<file path="config.mk">
export PLATFORM = sky130hd
export DESIGN_NAME = hex_display_scanner
export DESIGN_NICKNAME = d
export VERILOG_FILES = /design/src/rtl/hex_display_scanner.sv
export SDC_FILE = /design/constraint.sdc
export NUM_CORES = 1
export LEC_CHECK = 0
export CORE_ASPECT_RATIO = 0.75
export CORE_MARGIN = 2
export CORE_UTILIZATION = 40
export DETAILED_ROUTE_END_ITERATION = 10
export HOLD_SLACK_MARGIN = 0.08
export PLACE_DENSITY_LB_ADDON = 0.12
export SETUP_SLACK_MARGIN = 0.4
export SYNTH_ARGS = -nofsm -noshare
export SYNTH_HDL_FRONTEND = slang
export SYNTH_SLANG_ARGS = --single-unit
</file>
<file path="constraint.sdc">
create_clock -name CLK -period 6.3 [get_ports CLK]
set_clock_uncertainty 0.05 [all_clocks]
set_input_delay 1.26 -clock CLK [delete_from_list [all_inputs] [get_ports CLK]]
set_output_delay 1.26 -clock CLK [all_outputs]
set_load 0.01 [all_outputs]
</file>
<file path="src/rtl/hex_display_scanner.sv">
// Time-multiplexed 4-digit hex display driver with a double-buffered value,
// optional leading-zero blanking and registered active-low outputs.
module hex_display_scanner #(
  parameter int DIV_COUNT    = 50000,
  parameter int GUARD_CYCLES = 500
) (
  input  logic        CLK,
  input  logic        RESET,
  input  logic        ENABLE,
  input  logic        BLANK_EN,
  input  logic        LOAD,
  input  logic [15:0] DATA_IN,
  output logic        LOAD_ACK,
  output logic        PENDING,
  output logic        FRAME_DONE,
  output logic [3:0]  DIGIT_SEL_N,
  output logic [6:0]  SEG_N
);

  typedef enum logic [1:0] {S_OFF, S_SHOW, S_GUARD} state_t;

  localparam logic [15:0] SHOW_LAST  = 16'(DIV_COUNT - 1);
  localparam logic [15:0] GUARD_LAST = 16'(GUARD_CYCLES - 1);

  state_t      state_q, state_d;
  logic [1:0]  idx_q, idx_d;
  logic [15:0] cnt_q, cnt_d;
  logic [15:0] disp_q, disp_d;
  logic [15:0] shadow_q, shadow_d;
  logic        pend_q, pend_d;
  logic        ack_q, ack_d;
  logic        frame_q, frame_d;
  logic [3:0]  sel_n_q, sel_n_d;
  logic [6:0]  seg_n_q, seg_n_d;
  logic        commit_c;
  logic [3:0]  nib_c;

  function automatic logic [6:0] glyph(input logic [3:0] n);
    case (n)
      4'h0: glyph = 7'b0000001;
      4'h1: glyph = 7'b1001111;
      4'h2: glyph = 7'b0010010;
      4'h3: glyph = 7'b0000110;
      4'h4: glyph = 7'b1001100;
      4'h5: glyph = 7'b0100100;
      4'h6: glyph = 7'b0100000;
      4'h7: glyph = 7'b0001111;
      4'h8: glyph = 7'b0000000;
      4'h9: glyph = 7'b0000100;
      4'hA: glyph = 7'b0001000;
      4'hB: glyph = 7'b1100000;
      4'hC: glyph = 7'b0110001;
      4'hD: glyph = 7'b1000010;
      4'hE: glyph = 7'b0110000;
      4'hF: glyph = 7'b0111000;
    endcase
  endfunction

  // A digit is a leading zero when it and every more-significant nibble are zero.
  function automatic logic leading_zero(input logic [15:0] v, input logic [1:0] idx);
    case (idx)
      2'd1:    leading_zero = (v[15:4] == 12'h000);
      2'd2:    leading_zero = (v[15:8] == 8'h00);
      2'd3:    leading_zero = (v[15:12] == 4'h0);
      default: leading_zero = 1'b0;
    endcase
  endfunction

  always_comb begin
    state_d  = state_q;
    idx_d    = idx_q;
    cnt_d    = cnt_q + 16'd1;
    disp_d   = disp_q;
    shadow_d = shadow_q;
    pend_d   = pend_q;
    frame_d  = 1'b0;
    commit_c = 1'b0;
    sel_n_d  = 4'b1111;
    seg_n_d  = 7'b1111111;
    nib_c    = 4'h0;

    case (state_q)
      S_OFF: begin
        cnt_d    = 16'd0;
        idx_d    = 2'd0;
        commit_c = pend_q;
        if (ENABLE) state_d = S_SHOW;
      end
      S_SHOW: begin
        if (cnt_q == SHOW_LAST) begin
          state_d = S_GUARD;
          cnt_d   = 16'd0;
        end
      end
      S_GUARD: begin
        if (cnt_q == GUARD_LAST) begin
          state_d = S_SHOW;
          cnt_d   = 16'd0;
          idx_d   = idx_q + 2'd1;
          if (idx_q == 2'd3) begin
            frame_d  = 1'b1;
            commit_c = pend_q;
          end
        end
      end
      default: state_d = S_OFF;
    endcase

    // Disabling wins over a frame end; a pending value then commits from OFF.
    if (!ENABLE) begin
      state_d = S_OFF;
      idx_d   = 2'd0;
      cnt_d   = 16'd0;
      frame_d = 1'b0;
      if (state_q != S_OFF) commit_c = 1'b0;
    end

    if (commit_c) begin
      disp_d = shadow_q;
      pend_d = 1'b0;
    end
    if (LOAD) begin
      shadow_d = DATA_IN;
      pend_d   = 1'b1;
    end

    // Outputs are derived from next state so they change together with it.
    if (state_d == S_SHOW) begin
      sel_n_d = ~(4'b0001 << idx_d);
      nib_c   = disp_d[{idx_d, 2'b00} +: 4];
      if (BLANK_EN && leading_zero(disp_d, idx_d)) seg_n_d = 7'b1111111;
      else                                         seg_n_d = glyph(nib_c);
    end
  end

  always_ff @(posedge CLK) begin
    if (RESET) begin
      state_q  <= S_OFF;
      idx_q    <= 2'd0;
      cnt_q    <= 16'd0;
      disp_q   <= 16'h0000;
      shadow_q <= 16'h0000;
      pend_q   <= 1'b0;
      ack_q    <= 1'b0;
      frame_q  <= 1'b0;
      sel_n_q  <= 4'b1111;
      seg_n_q  <= 7'b1111111;
    end else begin
      state_q  <= state_d;
      idx_q    <= idx_d;
      cnt_q    <= cnt_d;
      disp_q   <= disp_d;
      shadow_q <= shadow_d;
      pend_q   <= pend_d;
      ack_q    <= commit_c;
      frame_q  <= frame_d;
      sel_n_q  <= sel_n_d;
      seg_n_q  <= seg_n_d;
    end
  end

  assign ack_d       = commit_c;
  assign LOAD_ACK    = ack_q;
  assign PENDING     = pend_q;
  assign FRAME_DONE  = frame_q;
  assign DIGIT_SEL_N = sel_n_q;
  assign SEG_N       = seg_n_q;

endmodule

</file>
After elaboration in Yosys (flattened, before gate mapping)

Memories as Yosys holds them, arrays and structs flattened. A register that Yosys moved wholly into a read port is not among the register bits.
Cells that the tools add are included.

Add/subtract/negate cells: 2
Multipliers: 0
Divide/modulo/power cells: 0
Magnitude comparators: 0
Equality and inequality tests: 9
Shifts and indexed selects: 2
Mux-type cells: 21
Bitwise logic cells: 5
Reduce and logical (&&, ||, !) cells: 11

Operators with widths:

| cell                                                 | number |
|---|---|
| two-way mux 16 bit                                   | 3 |
| one-hot mux 16 bit (3 select lines)                  | 1 |
| adder 16 x 1 -> 16 bit, second input constant        | 1 |
| equality test 16 bit, second input constant          | 1 |
| equality test 16 x 9 -> 1 bit, second input constant | 1 |
| variable part select 16 x 5 -> 4 bit                 | 1 |
| zero test 12 bit                                     | 1 |
| two-way mux 2 bit                                    | 5 |
| equality test 2 bit, second input constant           | 4 |
| zero test 8 bit                                      | 1 |
| two-way mux 1 bit                                    | 8 |
| equality test 2 x 1 -> 1 bit, second input constant  | 3 |
| one-hot mux 2 bit (3 select lines)                   | 1 |
| zero test 4 bit                                      | 1 |
| NOT 1 bit                                            | 4 |
| NOT 4 bit                                            | 1 |
| one-hot mux 2 bit (2 select lines)                   | 1 |
| nonzero test 2 bit                                   | 2 |
| OR reduction 2 bit                                   | 2 |
| OR reduction 4 bit                                   | 1 |
| << shifter 1 x 2 -> 4 bit, first input constant      | 1 |
| one-hot mux 1 bit (3 select lines)                   | 1 |
| OR reduction 3 bit                                   | 1 |
| adder 2 x 1 -> 2 bit, second input constant          | 1 |
| 3 further kinds                                      | 3 |

Register bits: 59
Bits in latches: 0
Bits in writable memories: 0
Memory bits (read-only): 112
Input port bits: 21
Logic and storage cells: 60
Memories kept: 1

Memories:

| memory          | depth | width | rd ports | clocked after memory_dff | write ports | line | source |
|---|---|---|---|---|---|---|---|
| (no name shown) | 16    | 7     | 1        | 1                        | 0           | 39   | `case (n)` |

Logic depth before layout (Yosys ltp)

Gate-level depths: netlist of run 1.

Depth after elaboration: 12
Depth in mapped cells: 14
Gate-level depth less buffers: 13

Least setup slack after synthesis of run 1

No wires, ideal clock.

Path type: input-to-reg
Start point: input port ENABLE
End point: register seg_n_q[6] (netlist: SEG_N[6])
Arrival time: 3.810 ns
Setup slack: 2.303 ns
Cell stages on the path: 9
Buffers on the path: 0
Cells stage by stage: and3_1 a211oi_2 mux4_2 mux2i_1 inv_1 ha_1 or4_1 o311ai_0 o31ai_1

Word-level cells in the longest chain between the ends: 7
Elaborated cells on any way between the ends: 17
Those cells by class: eq/ne: 4; shift: 1; mux: 6; bitwise: 1; reduce/logical: 5

Ends and longest elaborated chain:

| element                                  | line | source |
|---|---|---|
| start, declared                          | 9    | `input logic ENABLE,` |
| two-way mux 1 bit                        | 110  | `if (!ENABLE) begin` |
| two-way mux 16 bit                       | 118  | `if (commit_c) begin` |
| zero test 12 bit (tied with other cells) | 62   | `2'd1: leading_zero = (v[15:4] == 12'h000);` |
| one-hot mux 1 bit (3 select lines)       | 61   | `case (idx)` |
| two-way mux 1 bit                        | 128  | `if (state_d == S_SHOW) begin` |
| logical AND 1 bit                        | 131  | `if (BLANK_EN && leading_zero(disp_d, idx_d)) seg_n_d = 7'b1111111;` |
| OR reduction 3 bit (no line)             | n/a  |  |
| end, declared                            | 34   | `logic [6:0] seg_n_q, seg_n_d;` |

Parallel ways exist; a longest one is shown, timed or not. The select of a mux whose other input is x is not followed.
A chain may end at the register's enable or synchronous reset.

Worst setup path after layout of run 1

Same ends and word-level chain as after synthesis.

==> flow_metrics.tcl, run 1 <==
set metrics [dict create \
    critPathBufInv 2 \
    post_cts_buffers 0 \
    die_x_um 107 \
    drv_cap 0 \
    synth.largest_area_cell "dfxtp_1" \
    start_util_pct 40.6 \
    dp_slack_ns 1.33 \
    antennaDiodeCount 0 \
    cts_sinks 66 \
    pwr-share-seq_pct 43.9 \
    via_per_inst 5.20 \
    p_clk_share_pct 48.1 \
    clkLatencyLatePin_ns 0.34 \
    finalHoldWorstSlack_ns 0.411 \
    critical-path-top-delay-family "multiplexers" \
    setup_tns_ns 0 \
    wl_per_cell_um 14.3 \
    portBuffers 34 \
    ys_warn_count 0 \
    grt_pass1_wl_um 11600 \
    vdd_drop_max_mv 0.140 \
    cts_made_buffers 9 \
    antenna_found_initial 0 \
    arrival_ns 4.79 \
    p_int_mw 0.786 \
    io_pins 35 \
    holdCritPathClass "flip-flop to flip-flop" \
    htreeDepth 3 \
    power_switching_mw 0.219 \
    power.total_mw 1.00 \
    switching_share_pct 21.8 \
    grt_max_degree 37 \
    synth-seq-area-share_pct 41.6 \
    grt_usage_pct 17.4 \
    worst_slew_pin_slew_ns 0.958 \
    num_rows 28 \
    setup_viol 0 \
    rsz0062_at_grt "false" \
    most-common-layout-cells "dfxtp_1 (66), nor2_1 (61), clkdlybuf4s50_1 (34), mux2i_1 (32), nand2_1 (27)" \
    instances_no_fill 485 \
    cp_max_fo 7 \
    fmax_mhz 216 \
    vias 2522 \
    hold_viol_final 0 \
    gp_congestion 0.820 \
    synth_cells 344 \
    cp-end-kind "flip-flop" \
    min_period_ns 4.63 \
    drtAntennaViolNets 0 \
    yosys-top-cells-area "dfxtp_1 (42%), mux2i_1 (10%), nor2_1 (7.2%)" \
    final_util_pct 49.3 \
    fin_nets 403 \
    synth-edff-count 0 \
    path_depth 10 \
    synth.distinct_cells 54 \
    dpl-instance-area_um2 3580 \
    cts_tree "built" \
    ys_async_sr_fraction_pct 0 \
    first_pass_iters 4 \
    grt_pass1_vias 2295 \
    p_leak_nw 1.47 \
    fin_crit_sh_pct 73.5 \
    final.setup.worst_slack_ns 1.67 \
    ys_seq_elements 66 \
    synth_top_area_share_pct 41.6 \
    start_kind "input pin" \
    drc 0 \
    core_area_um2 7810 \
    area.growth.synth_to_final_pct 21.4 \
    cts_root_buf "clkbuf_8" \
    crit_path_top_delay_cell "mux4_2" \
    avgSynthCellArea_um2 9.23 \
    timing.final.max_slew_violations 0 \
    relSlewSlack_pct 35.9 \
    worstSetupPathType "input pin to flip-flop" \
    ctsResizeCount 0 \
    drt_wl_total_um 6940 \
    rr_worst_depth 11 \
    nFillCells 750 \
    worst_setup_hold_path_clk_slew_ns 0.07 \
    hold_path_depth 2 \
    path_cells "clkdlybuf4s50_1, and3_1, a211oi_2, mux4_2, mux2i_1, inv_1, ha_1, or4_1, o311ai_0, o31ai_1" \
    fin_area_um2 3850 \
    status "finished, final reports clean" \
    required_ns 6.46 \
    dp_cells 469 \
    p_comb_share_pct 8.0 \
    cts.hold.buffers_added 0 \
    synthFlopType "dfxtp_1" \
    die_height_um 81.2 \
    syn_nets 372 \
    synth.cell_area_um2 3180 \
    max_stage_delay_ns 0.61 \
    powerDensity_nw_per_um2 261 \
    layout_commonest_cell "dfxtp_1" \
    dp_hpwl_um 4940 \
    drtIter0Drc 95 \
    drive_gt1_share_pct 8.95 \
    clk_path_buf_depth 2 \
    dieArea_um2 8680 \
    gr-total-overflow 0 \
]
## layout make-up
| class | instances | area, um^2 | area share, % |
|---|---|---|---|
| clock inverter | 6 | 138 | 3.57 |
| timing repair buffer | 35 | 348 | 9.03 |
| multi-input combinational | 254 | 1740 | 45.3 |
| inverter | 9 | 33.8 | 0.877 |
| sequential | 66 | 1320 | 34.3 |
| tap | 105 | 131 | 3.41 |
| clock buffer | 10 | 138 | 3.57 |
## power by group through the flow
stage	Clock, mW	Combinational (mW)	Sequential (mW)
6_report	0.483	0.0804	0.441
5_1_grt	0.515	0.0891	0.443
4_1_cts	0.499	0.0807	0.441
3_5_place_dp	0	0.0803	0.451
3_3_place_gp	0	0.0798	0.451
2_1_floorplan	0	0.0502	0.448
## worst paths after layout
path | startpoint | end | slack [ns]
setup / recovery | ENABLE | SEG_N[6] | 1.67
hold / removal | disp_q[1] | disp_q[1] | 0.41
setup reg to reg | cnt_q[0] | SEG_N[6] | 2.24
hold reg to reg | disp_q[1] | disp_q[1] | 0.41
## logic make-up after synthesis
family          count (synthesis)  synth area share [%]
compound gates                 52                  13.5
xor+xnor                       15                  4.14
fa+ha+maj                       7                  2.76
buf+inv                        24                  3.47
flops                          66                  41.6
mux                            35                  11.6
simple gates                  145                  22.9
## registers in the layout (all words and copies together), names as in the netlist
register,cells
DIGIT_SEL_N,4
FRAME_DONE,1
LOAD_ACK,1
PENDING,1
SEG_N,7
cnt_q,16
disp_q,16
idx_q,2
shadow_q,16
state_q,2
## cells in the mapped netlist (3+ instances only)
cell	count
dfxtp_1	66
nor2_1	61
mux2i_1	32
nand2_1	27
clkbuf_1	11
nand3_1	11
a21oi_1	9
inv_1	9
xor2_1	8
ha_1	7
nor3_1	7
nor4_1	7
xnor2_1	7
and2_1	6
o211ai_1	6
a22oi_1	5
and3_1	5
o21ai_0	5
a211oi_2	4
a221oi_2	4
nand4_1	4
or2_1	3
## worst reg2reg max path: cells and delay by family, from the launching register on
family / cells / cell delay, ns
fa+ha+maj: 2 / 0.51
simple gates: 2 / 0.86
compound gates: 4 / 1.00
mux: 2 / 1.02
flops: 1 / 0.37
buf+inv: 1 / 0.13
## routing by layer
metal / up-vias / track usage [%] / part of all wire [%]
met1: 1166 / 26.3 / 56
met2: 61 / 23.2 / 39
li1: 1293 / - / -
met5: - / 0 / 0
met3: 2 / 5.62 / 4.8
met4: 0 / 4.81 / 0.46
No activity file was read; power rests on OpenSTA's default activity.
==> run 2, diff against run 1 <==
clock period = 3.95 ns   (was 6.3 ns; I/O delays follow)
==> run 2 against run 1 <==
Register-to-register slack worse by 1.6 ns. Sequential share of layout area is 0.31 points lower. Power is 46% higher. Clock power is 30% higher. Core utilization is 0.50 points higher. Clock-buffer cell count is 1 lower. Hold slack worse by 0.017 ns. Sequential power is 60% higher. Highest routed layer unchanged.
==> flow_metrics.tcl, run 2 (same netlist as run 1, synthesis figures left out) <==
set metrics [dict create \
    io_pins 35 \
    endpoint "SEG_N[6]" \
    crit_path_top_delay_cell "mux4_2" \
    portBuffers 34 \
    fin_area_um2 3890 \
    r2r-end "SEG_N[6]" \
    gp_congestion 0.837 \
    power_switching_mw 0.358 \
    hold_path_depth 1 \
    drv_cap 0 \
    grt_pass1_wl_um 11800 \
    htreeDepth 3 \
    wl_per_cell_um 14.3 \
    relSlewSlack_pct 36.9 \
    setup_viol 0 \
    cts_made_buffers 9 \
    vias 2580 \
    layout_commonest_cell "dfxtp_1" \
    die_height_um 81.2 \
    p_clk_share_pct 42.9 \
    critical-path-top-delay-family "simple AND/OR/NAND/NOR gates" \
    path_cells "ha_2, and4b_2, and4_2, a211oi_4, mux4_2, mux2i_2, inv_1, ha_1, or4_1, o311ai_0, o31ai_1" \
    drtIter0Drc 130 \
    reg2reg_from "cnt_q[0]" \
    worstSetupPathType "flip-flop to flip-flop" \
    antennaDiodeCount 0 \
    cts_root_buf "clkbuf_8" \
    pwr-share-seq_pct 48.1 \
    drtAntennaViolNets 0 \
    required_ns 4.12 \
    timing.final.max_slew_violations 0 \
    p_comb_share_pct 9.0 \
    clk_path_buf_depth 2 \
    worst_setup_hold_path_clk_slew_ns 0.07 \
    cts.hold.buffers_added 0 \
    p_int_mw 1.11 \
    dieArea_um2 8680 \
    drc 0 \
    arrival_ns 3.50 \
    area.growth.synth_to_final_pct 22.6 \
    critical_path.startpoint "cnt_q[0]" \
    setup_tns_ns 0 \
    dp_hpwl_um 5130 \
    clkLatencyLatePin_ns 0.36 \
    num_rows 28 \
    finalHoldWorstSlack_ns 0.394 \
    max_stage_delay_ns 0.57 \
    via_per_inst 5.23 \
    vdd_drop_max_mv 0.197 \
    antenna_found_initial 0 \
    fin_crit_sh_pct 84.4 \
    hold_viol_final 0 \
    grt_usage_pct 17.7 \
    start_util_pct 40.6 \
    switching_share_pct 24.4 \
    min_period_ns 3.33 \
    dpl-instance-area_um2 3650 \
    critPathBufInv 1 \
    grt_max_degree 36 \
    worst_slew_pin_slew_ns 0.944 \
    cp_max_fo 4 \
    start_kind "flip-flop" \
    top_regs "cnt_q (16), disp_q (16), shadow_q (16)" \
    p_leak_nw 1.48 \
    die_x_um 107 \
    status "finished, final reports clean" \
    gr-total-overflow 0 \
    cts_sinks 66 \
    path_depth 11 \
    drive_gt1_share_pct 12.6 \
    holdCritPathClass "flip-flop to flip-flop" \
    fin_nets 412 \
    grt_pass1_vias 2343 \
    most-common-layout-cells "dfxtp_1 (65), nor2_1 (61), clkdlybuf4s50_1 (33), mux2i_1 (31), nand2_1 (26)" \
    drt_wl_total_um 7050 \
    fmax_mhz 300 \
    rr_worst_depth 11 \
    powerDensity_nw_per_um2 376 \
    worst-r2r-setup-slack_ns 0.62 \
    first_pass_iters 4 \
    cts_tree "built" \
    core_area_um2 7810 \
    cp-end-kind "flip-flop" \
    rsz0062_at_grt "false" \
]
==> run 2: cell types whose count changed in the layout (fill, tap and decap cells not counted), sizes merged <==
cell           delta
clkinvlp          +2
dlymetal6s2s      +1
bufinv            -2
clkdlybuf4s50     -1
buf               +9
clkbuf            -1
==> run 2: how the worst min path moves through the flow <==
stage,end,slack [ns],startpoint
finish,cnt_q[0],0.39,cnt_q[0]
global route,cnt_q[0],0.42,cnt_q[0]
CTS,disp_q[0],0.41,disp_q[0]
detailed placement,disp_q[0],0.40,disp_q[0]
global placement,cnt_q[0],0.39,cnt_q[0]
floorplan,disp_q[0],0.38,disp_q[0]
==> run 2: cell type report <==
cell class,count,area [um^2]
Multi-Input combinational cell,254,1770
Fill cell,776,3920
Timing Repair Buffer,44,418
Inverter,9,33.8
Sequential cell,66,1320
Clock inverter,6,92.6
Tap cell,105,131
Clock buffer,9,124
==> run 2: metrics by stage <==
stage,std cells,util (%),total power [mW],setup WS [ns]
after floorplan,344,-,0.795,0.448
after global placement,477,46.7,0.851,0.178
after detailed placement,477,46.7,0.851,0.107
after CTS,492,49.4,1.48,0.488
after global routing,493,49.8,1.53,0.435
final,493,49.8,1.47,0.617
==> run 2: metal layers <==
metal,global-route usage [%],part of all wire (%)
met3,4.90,5.1
met5,0,0
met2,23.5,37
met4,7.14,1.7
met1,26.6,56
==> run 2: power by group through the flow <==
stage,Sequential (mW),Clock [mW],Combinational [mW]
2_1_floorplan,0.715,0,0.0800
3_3_place_gp,0.719,0,0.132
3_5_place_dp,0.719,0,0.132
4_1_cts,0.704,0.648,0.133
5_1_grt,0.707,0.673,0.146
6_report,0.704,0.629,0.132
==> run 2: repair_timing <==
action | in CTS | in global routing
buffers inserted | 0 | 1
setup endpoints to repair | 0 | 1
gates resized for setup | 0 | 8
endpoints found under the hold margin | 0 | 0
